===== src/rtl/aud_pkg.sv =====
// aud_pkg: constants and capture state encoding shared by the audio PWM player/capture blocks
package aud_pkg;
    localparam int AUD_DATA_WIDTH  = 8;
    localparam int MUSIC_LEN       = 156249;
    localparam int AUD_MAX_SAMPLES = MUSIC_LEN;
    typedef enum logic [1:0] {IDLE, ARM, MEASURE, GAP} cap_state_e;
endpackage


===== src/rtl/aud_sample_fifo.sv =====
// aud_sample_fifo: first-word-fall-through sample FIFO; a pop on full frees the slot for a same-cycle push
module aud_sample_fifo #(
    parameter int WIDTH = 8,
    parameter int DEPTH = 4
) (
    input  logic             clk,
    input  logic             rst_ni,
    input  logic             clr,
    input  logic             push,
    input  logic [WIDTH-1:0] data_in,
    output logic             full,
    input  logic             pop,
    output logic [WIDTH-1:0] data_out,
    output logic             empty
);
    localparam int AW = $clog2(DEPTH);
    logic [WIDTH-1:0] mem [DEPTH];
    logic [AW:0] wr_ptr, rd_ptr;
    logic do_push, do_pop;
    assign empty    = wr_ptr == rd_ptr;
    assign full     = wr_ptr == {~rd_ptr[AW], rd_ptr[AW-1:0]};
    assign do_pop   = pop && !empty;
    assign do_push  = push && (!full || do_pop);
    assign data_out = mem[rd_ptr[AW-1:0]];
    always_ff @(posedge clk or negedge rst_ni) begin
        if (!rst_ni) begin
            wr_ptr <= '0;
            rd_ptr <= '0;
        end else if (clr) begin
            wr_ptr <= '0;
            rd_ptr <= '0;
        end else begin
            if (do_push) wr_ptr <= wr_ptr + (AW+1)'(1);
            if (do_pop) rd_ptr <= rd_ptr + (AW+1)'(1);
        end
    end
    always_ff @(posedge clk) begin
        if (do_push) mem[wr_ptr[AW-1:0]] <= data_in;
    end
endmodule


===== src/rtl/aud_pwm_capture.sv =====
// aud_pwm_capture: measures PWM high time per fixed window and streams one duty sample per window
module aud_pwm_capture
    import aud_pkg::*;
#(
    parameter int DATA_WIDTH  = AUD_DATA_WIDTH,
    parameter int GAP_CYCLES  = 1,
    parameter int MAX_SAMPLES = AUD_MAX_SAMPLES,
    parameter int FIFO_DEPTH  = 4
) (
    input  logic                  clk,
    input  logic                  rst_ni,
    input  logic                  start_i,
    input  logic                  stop_i,
    input  logic                  pwm_i,
    output logic [DATA_WIDTH-1:0] sample_o,
    output logic                  sample_valid_o,
    input  logic                  sample_ready_i,
    output logic                  busy_o,
    output logic                  done_o,
    output logic                  overflow_o
);
    localparam int CW = $clog2(MAX_SAMPLES + 1);
    localparam int GW = GAP_CYCLES > 1 ? $clog2(GAP_CYCLES) : 1;
    localparam logic [GW-1:0] GAP_LAST = GW'(GAP_CYCLES > 0 ? GAP_CYCLES - 1 : 0);
    localparam logic [CW-1:0] CNT_LAST = CW'(MAX_SAMPLES - 1);
    cap_state_e state;
    logic pwm_m, pwm_s, pwm_d;
    logic [DATA_WIDTH-1:0] phase, sample, fifo_data;
    logic [DATA_WIDTH:0] high_cnt, high_nxt, high_dec;
    logic [CW-1:0] smp_cnt;
    logic [GW-1:0] gap_cnt;
    logic push, full, empty, clr;
    assign high_nxt = high_cnt + {{DATA_WIDTH{1'b0}}, pwm_s};
    assign high_dec = high_nxt - (DATA_WIDTH+1)'(1);
    // player drives D+1 high clocks for duty D, so subtract one and floor at zero
    assign sample   = high_nxt == '0 ? '0 : high_dec[DATA_WIDTH-1:0];
    assign push     = state == MEASURE && &phase && !stop_i;
    assign clr      = state == IDLE && start_i && !stop_i;
    assign busy_o   = state != IDLE;
    assign sample_valid_o = !empty;
    assign sample_o = empty ? '0 : fifo_data;
    aud_sample_fifo #(.WIDTH(DATA_WIDTH), .DEPTH(FIFO_DEPTH)) u_fifo (
        .clk(clk),
        .rst_ni(rst_ni),
        .clr(clr),
        .push(push),
        .data_in(sample),
        .full(full),
        .pop(sample_ready_i),
        .data_out(fifo_data),
        .empty(empty)
    );
    always_ff @(posedge clk or negedge rst_ni) begin
        if (!rst_ni) begin
            {pwm_m, pwm_s, pwm_d} <= '0;
            state      <= IDLE;
            phase      <= '0;
            high_cnt   <= '0;
            smp_cnt    <= '0;
            gap_cnt    <= '0;
            done_o     <= 1'b0;
            overflow_o <= 1'b0;
        end else begin
            pwm_m  <= pwm_i;
            pwm_s  <= pwm_m;
            pwm_d  <= pwm_s;
            done_o <= 1'b0;
            if (push && full && !(sample_ready_i && !empty)) overflow_o <= 1'b1;
            if (state != IDLE && stop_i) state <= IDLE;
            else case (state)
                IDLE: if (clr) begin
                    state      <= ARM;
                    overflow_o <= 1'b0;
                    smp_cnt    <= '0;
                end
                ARM: if (pwm_s && !pwm_d) begin
                    high_cnt <= (DATA_WIDTH+1)'(1);
                    phase    <= DATA_WIDTH'(1);
                    state    <= MEASURE;
                end
                MEASURE: if (&phase) begin
                    smp_cnt  <= smp_cnt + CW'(1);
                    phase    <= '0;
                    high_cnt <= '0;
                    gap_cnt  <= '0;
                    if (smp_cnt == CNT_LAST) begin
                        state  <= IDLE;
                        done_o <= 1'b1;
                    end else if (GAP_CYCLES != 0) state <= GAP;
                end else begin
                    phase    <= phase + DATA_WIDTH'(1);
                    high_cnt <= high_nxt;
                end
                GAP: if (gap_cnt == GAP_LAST) state <= MEASURE;
                     else gap_cnt <= gap_cnt + GW'(1);
                default: state <= IDLE;
            endcase
        end
    end
endmodule


===== config.mk =====
export PLATFORM = sky130hd
export DESIGN_NAME = aud_pwm_capture
export DESIGN_NICKNAME = d
export VERILOG_FILES = /design/src/rtl/aud_pkg.sv /design/src/rtl/aud_sample_fifo.sv /design/src/rtl/aud_pwm_capture.sv
export SDC_FILE = /design/constraint.sdc
export NUM_CORES = 1
export LEC_CHECK = 0
export BUFFER_PORTS_ARGS = -buffer_cell sky130_fd_sc_hd__buf_2
export CORE_UTILIZATION = 40
export CTS_CLUSTER_DIAMETER = 50
export CTS_CLUSTER_SIZE = 28
export DETAILED_ROUTE_END_ITERATION = 10
export GPL_TIMING_DRIVEN = 0
export REMOVE_ABC_BUFFERS = 1
export SLEW_MARGIN = 20
export SYNTH_ARGS = -nofsm -noshare
export SYNTH_HDL_FRONTEND = slang
export SYNTH_HIERARCHICAL = 1
export SYNTH_SLANG_ARGS = --single-unit

===== constraint.sdc =====
create_clock -name clk -period 3.5 [get_ports clk]
set_input_delay 0.7 -clock clk [delete_from_list [all_inputs] [get_ports clk]]
set_output_delay 0.7 -clock clk [all_outputs]
set_load 0.02 [all_outputs]

# --- Yosys cells after proc, flatten, opt, wreduce, memory -nomap -nowiden ---
# Memories as Yosys holds them, arrays and structs flattened.
# Index checks and enable logic that the tools add are counted.
word_totals:
  regBits: 49
  ramBits: 32
  n_memories: 1
  output_inout_bits: 12
memory_table:
  columns: ["memory", "words", "word_bits", "read_ports", "rd_clocked_by_memory_dff", "write_ports", "line", "rtl"]
  rows:
  - ["u_fifo.mem", 4, 8, 1, 0, 1, "aud_sample_fifo.sv:17", "logic [WIDTH-1:0] mem [DEPTH];"]
op_classes:
  eq_ne: 13
  bitwise_logic: 2
  addsub: 7
  reduce_logical: 29
  n_mux: 35
ops:
  columns: ["cell", "n"]
  rows:
  - ["two-way mux 18 bit", 2]
  - ["case mux 18 bit (2 select lines)", 1]
  - ["two-way mux 8 bit", 4]
  - ["adder 18 x 1 -> 18 bit, second input constant", 1]
  - ["equality test 18 bit, second input constant", 1]
  - ["two-way mux 9 bit", 2]
  - ["case mux 9 bit (2 select lines)", 1]
  - ["case mux 8 bit (2 select lines)", 1]
  - ["two-way mux 1 bit", 12]
  - ["two-way mux 2 bit", 6]
  - ["two-way mux 3 bit", 4]
  - ["nonzero test 2 bit", 6]
  - ["logical AND 1 bit", 10]
  - ["adder 9 x 1 -> 9 bit", 1]
  - ["zero test 9 bit", 1]
  - ["adder 8 x 1 -> 8 bit, second input constant", 1]
  - ["case mux 2 bit (4 select lines)", 1]
  - ["AND reduction 4 bit", 2]
  - ["AND reduction 8 bit", 1]
  - ["subtractor 8 x 1 -> 8 bit, second input constant", 1]
  - ["adder 3 x 1 -> 3 bit, second input constant", 2]
  - ["equality test 3 bit", 2]
  - ["!= test 3 bit, second input constant", 2]
  - ["AND reduction 3 bit", 2]
  - ["12 further kinds", 19]

# --- Depth between registers and ports, before layout ---
# Gate-level depths: netlist of run 1.
depth:
  ltp_word: 9
  ltp_mapped: 9
  mapped_depth_nobuf: 9

# --- Cells and area by module ---
# Netlist of run 1, hierarchy kept.
by_module_without_submodules:
  columns: ["module", "seq_area_each_um2", "area_per_inst_um2", "cells_each", "n_inst"]
  rows:
  - ["aud_pwm_capture", 1051.0, 2740.1, 318, 1]
  - ["aud_sample_fifo", 1111.1, 1685.4, 94, 1]

# --- Worst setup path after synthesis of run 1 ---
# No wires, ideal clock.
synth_timing:
  path_type: "flip-flop to flip-flop"
  startpoint: "register pwm_s"
  endpoint: "memory u_fifo.mem[0][2], data pin"
  arrival_time_ns: 2.257
  setup_slack_ns: 0.968
  path_buffers: 0
  setup_ns: 0.275
  t_required_ns: 3.225
  stages_incl_launch_ff: 10
  cell_sequence: "dfrtp_1 -> ha_1 -> ha_1 -> inv_1 -> ha_1 -> or3b_1 -> a211oi_1 -> a31oi_1 -> nor2_1 -> nor3_1"
synth_between:
  elab_chain_len: 3
  word_cells_on_any_way: 4
  classes_between: "2 x add/sub; 1 x mux; 1 x reduce/logical"
synth_lines:
  columns: ["element", "line", "rtl"]
  rows:
  - ["start, declared", "aud_pwm_capture.sv:27", "logic pwm_m, pwm_s, pwm_d;"]
  - ["start signal, assigned", "aud_pwm_capture.sv:65", "pwm_s <= pwm_m;"]
  - ["adder 9 x 1 -> 9 bit (*)", "aud_pwm_capture.sv:33", "assign high_nxt = high_cnt + {{DATA_WIDTH{1'b0}}, pwm_s};"]
  - ["subtractor 8 x 1 -> 8 bit / zero test 9 bit (equally long branches)", "aud_pwm_capture.sv:34, aud_pwm_capture.sv:36", null]
  - ["two-way mux 8 bit (*)", "aud_pwm_capture.sv:36", "assign sample = high_nxt == '0 ? '0 : high_dec[DATA_WIDTH-1:0];"]
  - ["named net sample[2]", "aud_pwm_capture.sv:28", "logic [DATA_WIDTH-1:0] phase, sample, fifo_data;"]
  - ["end, declared", "aud_sample_fifo.sv:17", null]
# Mark *: on every way through the listed nets, which the timed path passes. The rest lies on a longest branch.

# --- Worst setup path in the final report of run 1 ---
layout_timing:
  startpoint: "register u_fifo.rd_ptr[0]"
  endpoint: "output sample_valid_o"
layout_between:
  elab_chain_len: 2
layout_lines:
  columns: ["element", "line", "rtl"]
  rows:
  - ["start, declared", "aud_sample_fifo.sv:18", "logic [AW:0] wr_ptr, rd_ptr;"]
  - ["start signal, assigned", "aud_sample_fifo.sv:34", "if (do_pop) rd_ptr <= rd_ptr + (AW+1)'(1);"]
  - ["equality test 3 bit", "aud_sample_fifo.sv:20", "assign empty = wr_ptr == rd_ptr;"]
  - ["named net empty", "aud_pwm_capture.sv:32", "logic push, full, empty, clr;"]
  - ["zero test 1 bit", "aud_pwm_capture.sv:40", "assign sample_valid_o = !empty;"]
  - ["end, declared", "aud_pwm_capture.sv:16", "output logic sample_valid_o,"]
# The timed path passes the listed nets, and every way through them passes these cells.

==> results of run 1 <==
[synth_stat cells, drive strengths merged, types with 2 or more instances]
| cell | instances | area (um^2) |
|---|---|---|
| nand2b | 5 | 31.28 |
| mux2 | 5 | 60.05 |
| inv | 17 | 63.81 |
| o22ai | 2 | 12.51 |
| and2 | 11 | 68.82 |
| a31oi | 5 | 31.28 |
| a22oi | 2 | 15.01 |
| nor2 | 43 | 163.9 |
| buf | 6 | 32.53 |
| a211oi | 2 | 15.01 |
| or2 | 3 | 18.77 |
| or3 | 7 | 43.79 |
| a32o | 2 | 20.02 |
| a21oi | 11 | 55.05 |
| and3 | 4 | 25.02 |
| o21ai | 31 | 166.4 |
| edfxtp | 32 | 960.9 |
| nor4 | 2 | 12.51 |
| a41oi | 2 | 32.53 |
| clkbuf | 11 | 41.29 |
| ha | 16 | 200.2 |
| mux2i | 10 | 100.1 |
| o31ai | 6 | 45.04 |
| dfrtp | 48 | 1201 |
| a211o | 2 | 17.52 |
| nand4 | 12 | 96.34 |
| nand3 | 13 | 70.07 |
| nor3b | 2 | 15.01 |
| xnor2 | 6 | 78.83 |
| xor2 | 13 | 121.4 |
| nor3 | 7 | 35.03 |
| mux4 | 8 | 180.2 |
| nor2b | 15 | 93.84 |
| nand2 | 30 | 112.6 |
| and4 | 4 | 40.04 |
[worst max-delay path, delay by kind of cell, from the launching register on]
| kind | cells | cell delay, ns |
|---|---|---|
| buf+inv | 2 | 0.32 |
| flops | 1 | 0.65 |
| simple gates | 2 | 0.64 |
| xor+xnor | 1 | 0.43 |
[report_power, final]
group	total [W]	switching [W]	internal, W
combinational	0.00105	0.000628	0.000423
clock	0.000651	0.000325	0.000326
sequential	0.00120	0.000112	0.00109
total	0.00290	0.00106	0.00184
[area by class of cell]
cell class	count	area, um^2	share of cell area (%)
flip-flops and latches	80	2162	45.00
multi-input cells	298	2128	44.30
well taps	140	175.2	3.646
clock buffers	10	127.6	2.656
repair buffers	17	87.58	1.823
inverters	17	63.81	1.328
clock inverters	6	60.06	1.250
[flip-flops by register name (all words and copies together) (netlist names)]
register and count:
u_fifo/mem 32, pwm_s 1, phase 8, u_fifo/wr_ptr 3
u_fifo/rd_ptr 3, pwm_m 1, overflow_o 1, state 2
smp_cnt 18, done_o 1, high_cnt 9, pwm_d 1
[cells by family (layout without fill, tap and decap cells)]
logic type | Yosys count | count (layout) | share of synthesized area (%)
AND/OR/NAND/NOR | 166 | 166 | 20.33
flip-flops | 80 | 80 | 48.85
AO/OA/AOI/OAI | 74 | 74 | 10.97
buffers and inverters | 34 | 50 | 3.110
multiplexers | 23 | 23 | 7.690
XOR/XNOR | 19 | 19 | 4.524
adder cells (fa/ha/maj) | 16 | 16 | 4.524
[final timing paths]
check	endpoint	slack, ns
max	sample_valid_o	0.40
min	u_fifo/rd_ptr[2]	0.35
max reg2reg	u_fifo/mem[3][3]	0.54
min reg2reg	pwm_s	0.35
max in group asynchronous	smp_cnt[4]	2.73
min in group clk	pwm_s	0.35
[stage by stage]
stage / util (%) / cells
detailed placement: 42.75 / 552
global route: 44.52 / 568
floorplan: - / 395
CTS: 44.49 / 568
finish: 44.52 / 568
global placement: 42.73 / 552
[layer usage]
layer	part of all wire (%)	vias to the layer above	global-route usage [%]	routed length, um
met5	0	-	0	0
met4	1.6	0	6.262	130
met3	2.3	13	3.343	195
met2	50	38	26.13	4142
met1	46	1502	19.54	3869
li1	-	1514	-	-
==> metrics.md, run 1 <==
| Metric | Value |
|---|---|
| Fmax | 0.3227 GHz |
| Worst Path Required | between 2 and 3 ns |
| # IOs | 18 |
| Die area | 0.01149 mm^2 |
| Vias per std cell | 5.400 |
| Slew HR | between 40% and 50% |
| Peak supply drop | ~0.00026 V |
| R2R Path Start | pwm_s |
| Final Critical Period | between 3 and 4 ns |
| TritonCTS clock tree | built |
| Post-DP Area | roughly 0.0046 mm^2 |
| Post-Synthesis Cells | 412 |
| ANT cells | 0 |
| Total gr overflow | 0 |
| Worst-path clk slew | 0.09 ns |
| Post-DRT Antenna Nets | 0 |
| WL per Instance | 14.68 um |
| Vias | about 3,000 |
| Initial antenna violation count | 0 |
| Number of synthesized flops with an enable pin | 32 |
| Ys flop type | dfrtp_1 |
| IO Port Bufs | 17 |
| Routed Wire Length | 8337 um |
| Area grow syn2layout | 8.567% |
| # setup viols final | 0 |
| Fill cells | roughly 990 |
| Crit-path cells | xnor2_2 -> nand2_1 -> nor2_1 -> inv_1 -> buf_2 |
| Crit start category | flip-flop |
| Slew Limit Fails | 0 |
| Die extent in y | 107.2 um |
| Final Cell Area | ~0.0048 mm^2 |
| Worst reg2reg path depth | 9 |
| Starting Density | 41.00% |
| Inserted Clock Buffers | 9 |
| Clock Sinks | 80 |
| DP HPWL | 5801 um |
| Leakage | ~1.9 nW |
| Core Footprint | approximately 0.011 mm^2 |
| MaxCap Viol Count | 0 |
| Die Wd | 107.2 um |
| Synth cell types | 65 |
| # DRC | 0 |
| First-iteration detailed-routing DRC count | 188 |
| Worst path max stage delay | 0.65 ns |
| Hold Vio Cnt, Final | 0 |
| Final Wtd Congestion | between 0.8 and 0.9 |
| Post-synthesis sequential area ratio | a little under 50% |
| Mean Syn Cell Area | roughly 11 um^2 |
| Status | complete, no violations |
| Fin crit share | 88.53% |
| Post-synthesis async set-or-reset flop share | 60.00% |
| Overall Power | ~0.0029 W |
| CTS Root Cell | clkbuf_8 |
| Hold Crit Class | in -> async |
| Row count | 38 |
| Worst-path fanout max | 12 |
| H-tree depth | 3 |
| Final TNS setup | 0 ns |
| CP endpoint kind | primary output |
| Yosys warns | 6 |
| Fraction of layout cells with a size suffix above 1 | between 10% and 20% |
| Commonest cells after routing, fill and taps aside | 48 x dfrtp_1, 41 x nor2_1, 32 x edfxtp_1 |
| CTS Buffer Depth | 2 |
| Critical-path top delay cell | dfrtp_1 |
| Skew-Pair Late Insertion Delay | 0.35 ns |
| Final WS setup | between 0.4 and 0.5 ns |
| Total track usage | 15.59% |
| Largest net degree at the start of global routing | 49 |
| Commonest non-fill, non-tap cell in the layout | dfrtp_1 |
| FF+latch count, synth | 80 |
| Kind of critical path | reg -> out |
| Resize count post-CTS | 0 |
| First-pass GRT wire length | 13,860 um |
| CP Launch Point | u_fifo/rd_ptr[0] |
| RSZ-0062 raised after global routing | no |
| Post-CTS Setup Bufs | 0 |
| Arrival time worst endpoint | around 2.4 ns |
| Pwr per Cell Area | 603.5 mW/mm^2 |
| Syn Std Cell Area | 0.004425 mm^2 |
| Worst Skew | 0.01019 ns |
| Number of global-route vias before repair | 2,932 |
| Drt pass-1 iters | 4 |
| Worst slew pin tran | 0.7589 ns |
| CTS Hold Bufs | 0 |
| Final net count | 445 |
| Worst slack at placement | between 0.5 and 0.6 ns |
| Fin Hold WS | 0.3501 ns |
Note: power is estimated with default switching activity, not from simulation.
==> run 2: changes to the inputs <==
- CELL_PAD_IN_SITES_DETAIL_PLACEMENT: unset -> 1
- CELL_PAD_IN_SITES_GLOBAL_PLACEMENT: unset -> 2
- PLACE_DENSITY_LB_ADDON: unset -> 0.1
==> metrics.md, run 2 (synthesis gave the netlist of run 1 again) <==
| Metric | Value |
|---|---|
| Status | complete, no violations |
| Reg power frac | about two fifths |
| Slew Limit Fails | 0 |
| Placed cell count | 552 |
| Die Wd | around 110 um |
| Commonest non-fill, non-tap cell in the layout | dfrtp_1 |
| WL per Instance | 16.98 um |
| Worst-path fanout max | 12 |
| Worst slew pin tran | between 0.8 and 0.9 ns |
| Final TNS setup | 0 ns |
| CP endpoint kind | primary output |
| Setup slack, reg-to-reg | 0.44 ns |
| Hold Vio Cnt, Final | 0 |
| Clock Sinks | 80 |
| First-pass GRT wire length | 16,390 um |
| Area grow syn2layout | 9.500% |
| Clock power share | 25.9% |
| Skew-Pair Late Insertion Delay | 0.37 ns |
| Drt pass-1 iters | 4 |
| Row count | 38 |
| # DRC | 0 |
| Core Footprint | ~0.011 mm^2 |
| Combinational share of power | 35.0% |
| Fmax | around 0.33 GHz |
| Final net count | 445 |
| First-iteration detailed-routing DRC count | between 150 and 200 |
| Non-Filler Instances | around 570 |
| Crit start category | flip-flop |
| Leakage | 1.923 nW |
| Peak supply drop | about 0.00025 V |
| RSZ-0062 raised after global routing | no |
| Post-CTS Setup Bufs | 0 |
| IO Port Bufs | 17 |
| CTS Hold Bufs | 0 |
| Number of global-route vias before repair | 3,186 |
| Initial antenna violation count | 0 |
| Fraction of layout cells with a size suffix above 1 | 13.79% |
| Post-DRT Antenna Nets | 0 |
| CTS Buffer Depth | 2 |
| Total gr overflow | 0 |
| Arrival time worst endpoint | approximately 2.4 ns |
| Starting Density | 41.00% |
| Number of flip-flops under the largest register name | 32 |
| Final Critical Period | just over 3 ns |
| Final Wtd Congestion | 0.7103 |
| Overall Power | between 0.003 and 0.004 W |
| Resize count post-CTS | 0 |
| Vias | 3,063 |
| Net Sw Frac | 36.81% |
| MaxCap Viol Count | 0 |
| Slew HR | 46.06% |
| NetSw | 0.001128 W |
| Worst-path clk slew | 0.09 ns |
| Die area | approximately 0.011 mm^2 |
| Routed Wire Length | 9646 um |
| TritonCTS clock tree | built |
| Worst Path Required | 2.80 ns |
| Inserted Clock Buffers | 9 |
| Fin crit share | between 80% and 90% |
| Vias per std cell | 5.393 |
| Total track usage | 18.69% |
| H-tree depth | 3 |
| Commonest cells after routing, fill and taps aside | 48 x dfrtp_1, 41 x nor2_1, 32 x edfxtp_1 |
| Largest net degree at the start of global routing | slightly below 50 |
| DP HPWL | about 6700 um |
| Int Power | 0.001935 W |
| Hold Crit Class | in -> async |
| Die extent in y | 107.2 um |
| # IOs | 18 |
| Kind of critical path | reg -> out |
| Pwr per Cell Area | 632.1 mW/mm^2 |
| # setup viols final | 0 |
| Worst Skew | around 0.01 ns |
| CTS Root Cell | clkbuf_8 |
| ANT cells | 0 |
## run 2: cell count changes in the layout (fill, tap and decap cells not counted), sizes merged
cell and delta:
clkinv -4, bufinv +1, clkinvlp +2, inv +1
## run 2: through the flow
stage	util [%]	setup slack, ns	hold WS, ns	cell area (um^2)
finish	44.90	0.4273	0.3496	4846
global route	44.90	0.07004	0.4038	4846
CTS	44.90	0.2908	0.3892	4846
detailed placement	42.78	0.4098	0.3878	4617
global placement	42.73	0.4392	0.3875	4612
floorplan	-	0.9727	0.3312	4352
## run 2: final cells by class
type / instances / area, um^2
inverter: 17 / 63.81
multi-input combinational: 298 / 2128
sequential: 80 / 2162
clock buffer: 10 / 137.6
fill: 1195 / 5947
tap: 140 / 175.2
timing repair buffer: 17 / 87.58
clock inverter: 6 / 91.34
## run 2: power groups by stage
stage / sequential (W) / combinational, W / clock (W)
finish: 0.00120 / 0.00107 / 0.000794
global route: 0.00122 / 0.00121 / 0.000851
CTS: 0.00120 / 0.00109 / 0.000819
detailed placement: 0.00122 / 0.00109 / 0
global placement: 0.00122 / 0.00106 / 0
floorplan: 0.00119 / 0.000808 / 0
## run 2: worst max-delay path: stages, from the launching register on
cell     delay (ns)
dfrtp_1        0.64
xnor2_2        0.42
nand2_1        0.12
nor2_1         0.50
inv_1          0.13
buf_2          0.19
## run 2: worst paths after layout
kind,from,end,depth (start not counted)
setup / recovery,u_fifo/rd_ptr[0],sample_valid_o,5
hold / removal,rst_ni,high_cnt[7],1
setup reg to reg,state[0],u_fifo/mem[0][5],8
hold reg to reg,pwm_m,pwm_s,0
max in group asynchronous,rst_ni,u_fifo/rd_ptr[1],1
min in group clk,pwm_m,pwm_s,0
## run 2: per-layer routing
metal / vias to the layer above / track usage [%] / wire length [um]
met5: - / 0 / 0
met4: 0 / 5.871 / 116
met1: 1519 / 24.36 / 4669
li1: 1512 / - / -
met3: 10 / 4.012 / 200
met2: 22 / 31.01 / 4659
==> run 3: changes to the inputs <==
- BUFFER_PORTS_ARGS: -buffer_cell sky130_fd_sc_hd__buf_2 -> -buffer_cell sky130_fd_sc_hd__clkbuf_2
==> metrics.md, run 3 (synthesis gave the netlist of run 1 again) <==
| Metric | Value |
|---|---|
| Total gr overflow | 0 |
| Commonest non-fill, non-tap cell in the layout | dfrtp_1 |
| Worst slack at placement | a little under 0.4 ns |
| Worst-path fanout max | 12 |
| Die Wd | between 100 and 150 um |
| Crit start category | flip-flop |
| Vias per std cell | 5.490 |
| Skew-Pair Late Insertion Delay | 0.36 ns |
| CTS Buffer Depth | 2 |
| RSZ-0062 raised after global routing | no |
| Starting Density | 41.00% |
| Routed Wire Length | 9593 um |
| Initial antenna violation count | 0 |
| Overall Power | 0.003016 W |
| Commonest cells after routing, fill and taps aside | 48 x dfrtp_1, 41 x nor2_1, 32 x edfxtp_1 |
| Critical-path top delay cell | dfrtp_1 |
| Fin crit share | 88.81% |
| Leakage | 1.931 nW |
| Final WS setup | between 0.3 and 0.4 ns |
| Inserted Clock Buffers | 9 |
| Crit-path cells | xnor2_2 -> nand2_1 -> nor2_1 -> inv_1 -> clkbuf_2 |
| Final Critical Period | 3.108 ns |
| Clock Sinks | 80 |
| Final Wtd Congestion | 0.7243 |
| Hold Vio Cnt, Final | 0 |
| CTS Hold Bufs | 0 |
| Buffers plus inverters on the worst setup path | 2 |
| Status | complete, no violations |
| Final TNS setup | 0 ns |
| Core Footprint | 0.01079 mm^2 |
| Placed cell count | about 550 |
| ANT cells | 0 |
| H-tree depth | 3 |
| Cell family with most CP delay | flip-flops |
| Total track usage | 18.61% |
| Slew Limit Fails | 0 |
| Kind of critical path | reg -> out |
| Fraction of layout cells with a size suffix above 1 | between 10% and 20% |
| Fmax | approximately 0.32 GHz |
| Resize count post-CTS | 0 |
| WL per Instance | 16.86 um |
| Arrival time worst endpoint | 2.41 ns |
| TritonCTS clock tree | built |
| Number of global-route vias before repair | 3,186 |
| Post-DRT Antenna Nets | 0 |
| Die area | about 0.011 mm^2 |
| DP HPWL | around 6800 um |
| Number of flip-flops under the largest register name | 32 |
| # setup viols final | 0 |
| First-iteration detailed-routing DRC count | 170 |
| Worst path max stage delay | 0.64 ns |
| CP endpoint kind | primary output |
| Slew HR | approximately 46% |
| # IOs | 18 |
| Post-CTS Setup Bufs | 0 |
| Vias | 3,124 |
| Setup slack, reg-to-reg | 0.45 ns |
| Worst slew pin tran | slightly above 0.8 ns |
| Area grow syn2layout | 9.726% |
| Fill cells | 1,199 |
| Drt pass-1 iters | 4 |
| Worst-path clk slew | 0.09 ns |
| Hold Crit Class | in -> async |
| # DRC | 0 |
| CTS Root Cell | clkbuf_8 |
| First-pass GRT wire length | 16,260 um |
| Row count | 38 |
| Pwr per Cell Area | 621.1 mW/mm^2 |
| MaxCap Viol Count | 0 |
| Non-Filler Instances | 569 |
| Worst Path Required | around 2.8 ns |
| IO Port Bufs | 17 |
| Die extent in y | 107.2 um |
| Largest net degree at the start of global routing | 42 |
| Final net count | 446 |
| Peak supply drop | 0.0002582 V |
| Worst Skew | ~0.015 ns |
==> run 3: area by class of cell <==
type                       instances  area (um^2)  area share, %
sequential                        80         2162          44.52
multi-input combinational        298         2128          43.83
tap                              140        175.2          3.607
clock buffer                      10        127.6          2.628
timing repair buffer              18        115.1          2.371
clock inverter                     6        83.83          1.726
inverter                          17        63.81          1.314
==> run 3: worst paths after layout <==
path	start	depth (start not counted)	endpoint
max	u_fifo/rd_ptr[0]	5	sample_valid_o
min	rst_ni	1	u_fifo/rd_ptr[1]
max reg2reg	state[0]	8	u_fifo/mem[1][2]
min reg2reg	pwm_m	0	pwm_s
max in group asynchronous	rst_ni	2	smp_cnt[7]
min in group clk	pwm_m	0	pwm_s
==> run 3: worst reg2reg max path: stages, from the launching register on <==
cell	delay [ns]
dfrtp_1	0.41
inv_1	0.10
ha_1	0.42
inv_1	0.25
or3_1	0.47
nor2_1	0.20
inv_1	0.08
a41oi_2	0.29
and2_1	0.47
==> run 3: stage by stage <==
| stage | util [%] | hold slack, ns | area (um^2) |
|---|---|---|---|
| floorplan | - | 0.3312 | 4352 |
| global placement | 42.73 | 0.3792 | 4612 |
| detailed placement | 43.03 | 0.3792 | 4644 |
| CTS | 44.99 | 0.1860 | 4856 |
| global route | 44.99 | 0.1877 | 4856 |
| finish | 44.99 | 0.1985 | 4856 |
==> run 3: power breakdown <==
part / internal (W) / switching, W / leakage [nW]
logic: 0.000426 / 0.000648 / 0.892
clock network: 0.000398 / 0.000347 / 0.0999
registers: 0.00109 / 0.000110 / 0.939
==> run 3: layer usage <==
| metal | vias up | share of wire (%) | track usage, % |
|---|---|---|---|
| met1 | 1568 | 47 | 24.40 |
| met3 | 10 | 2.1 | 3.283 |
| met5 | - | 0 | 0 |
| met4 | 0 | 0.97 | 6.164 |
| li1 | 1519 | - | - |
| met2 | 27 | 50 | 31.11 |
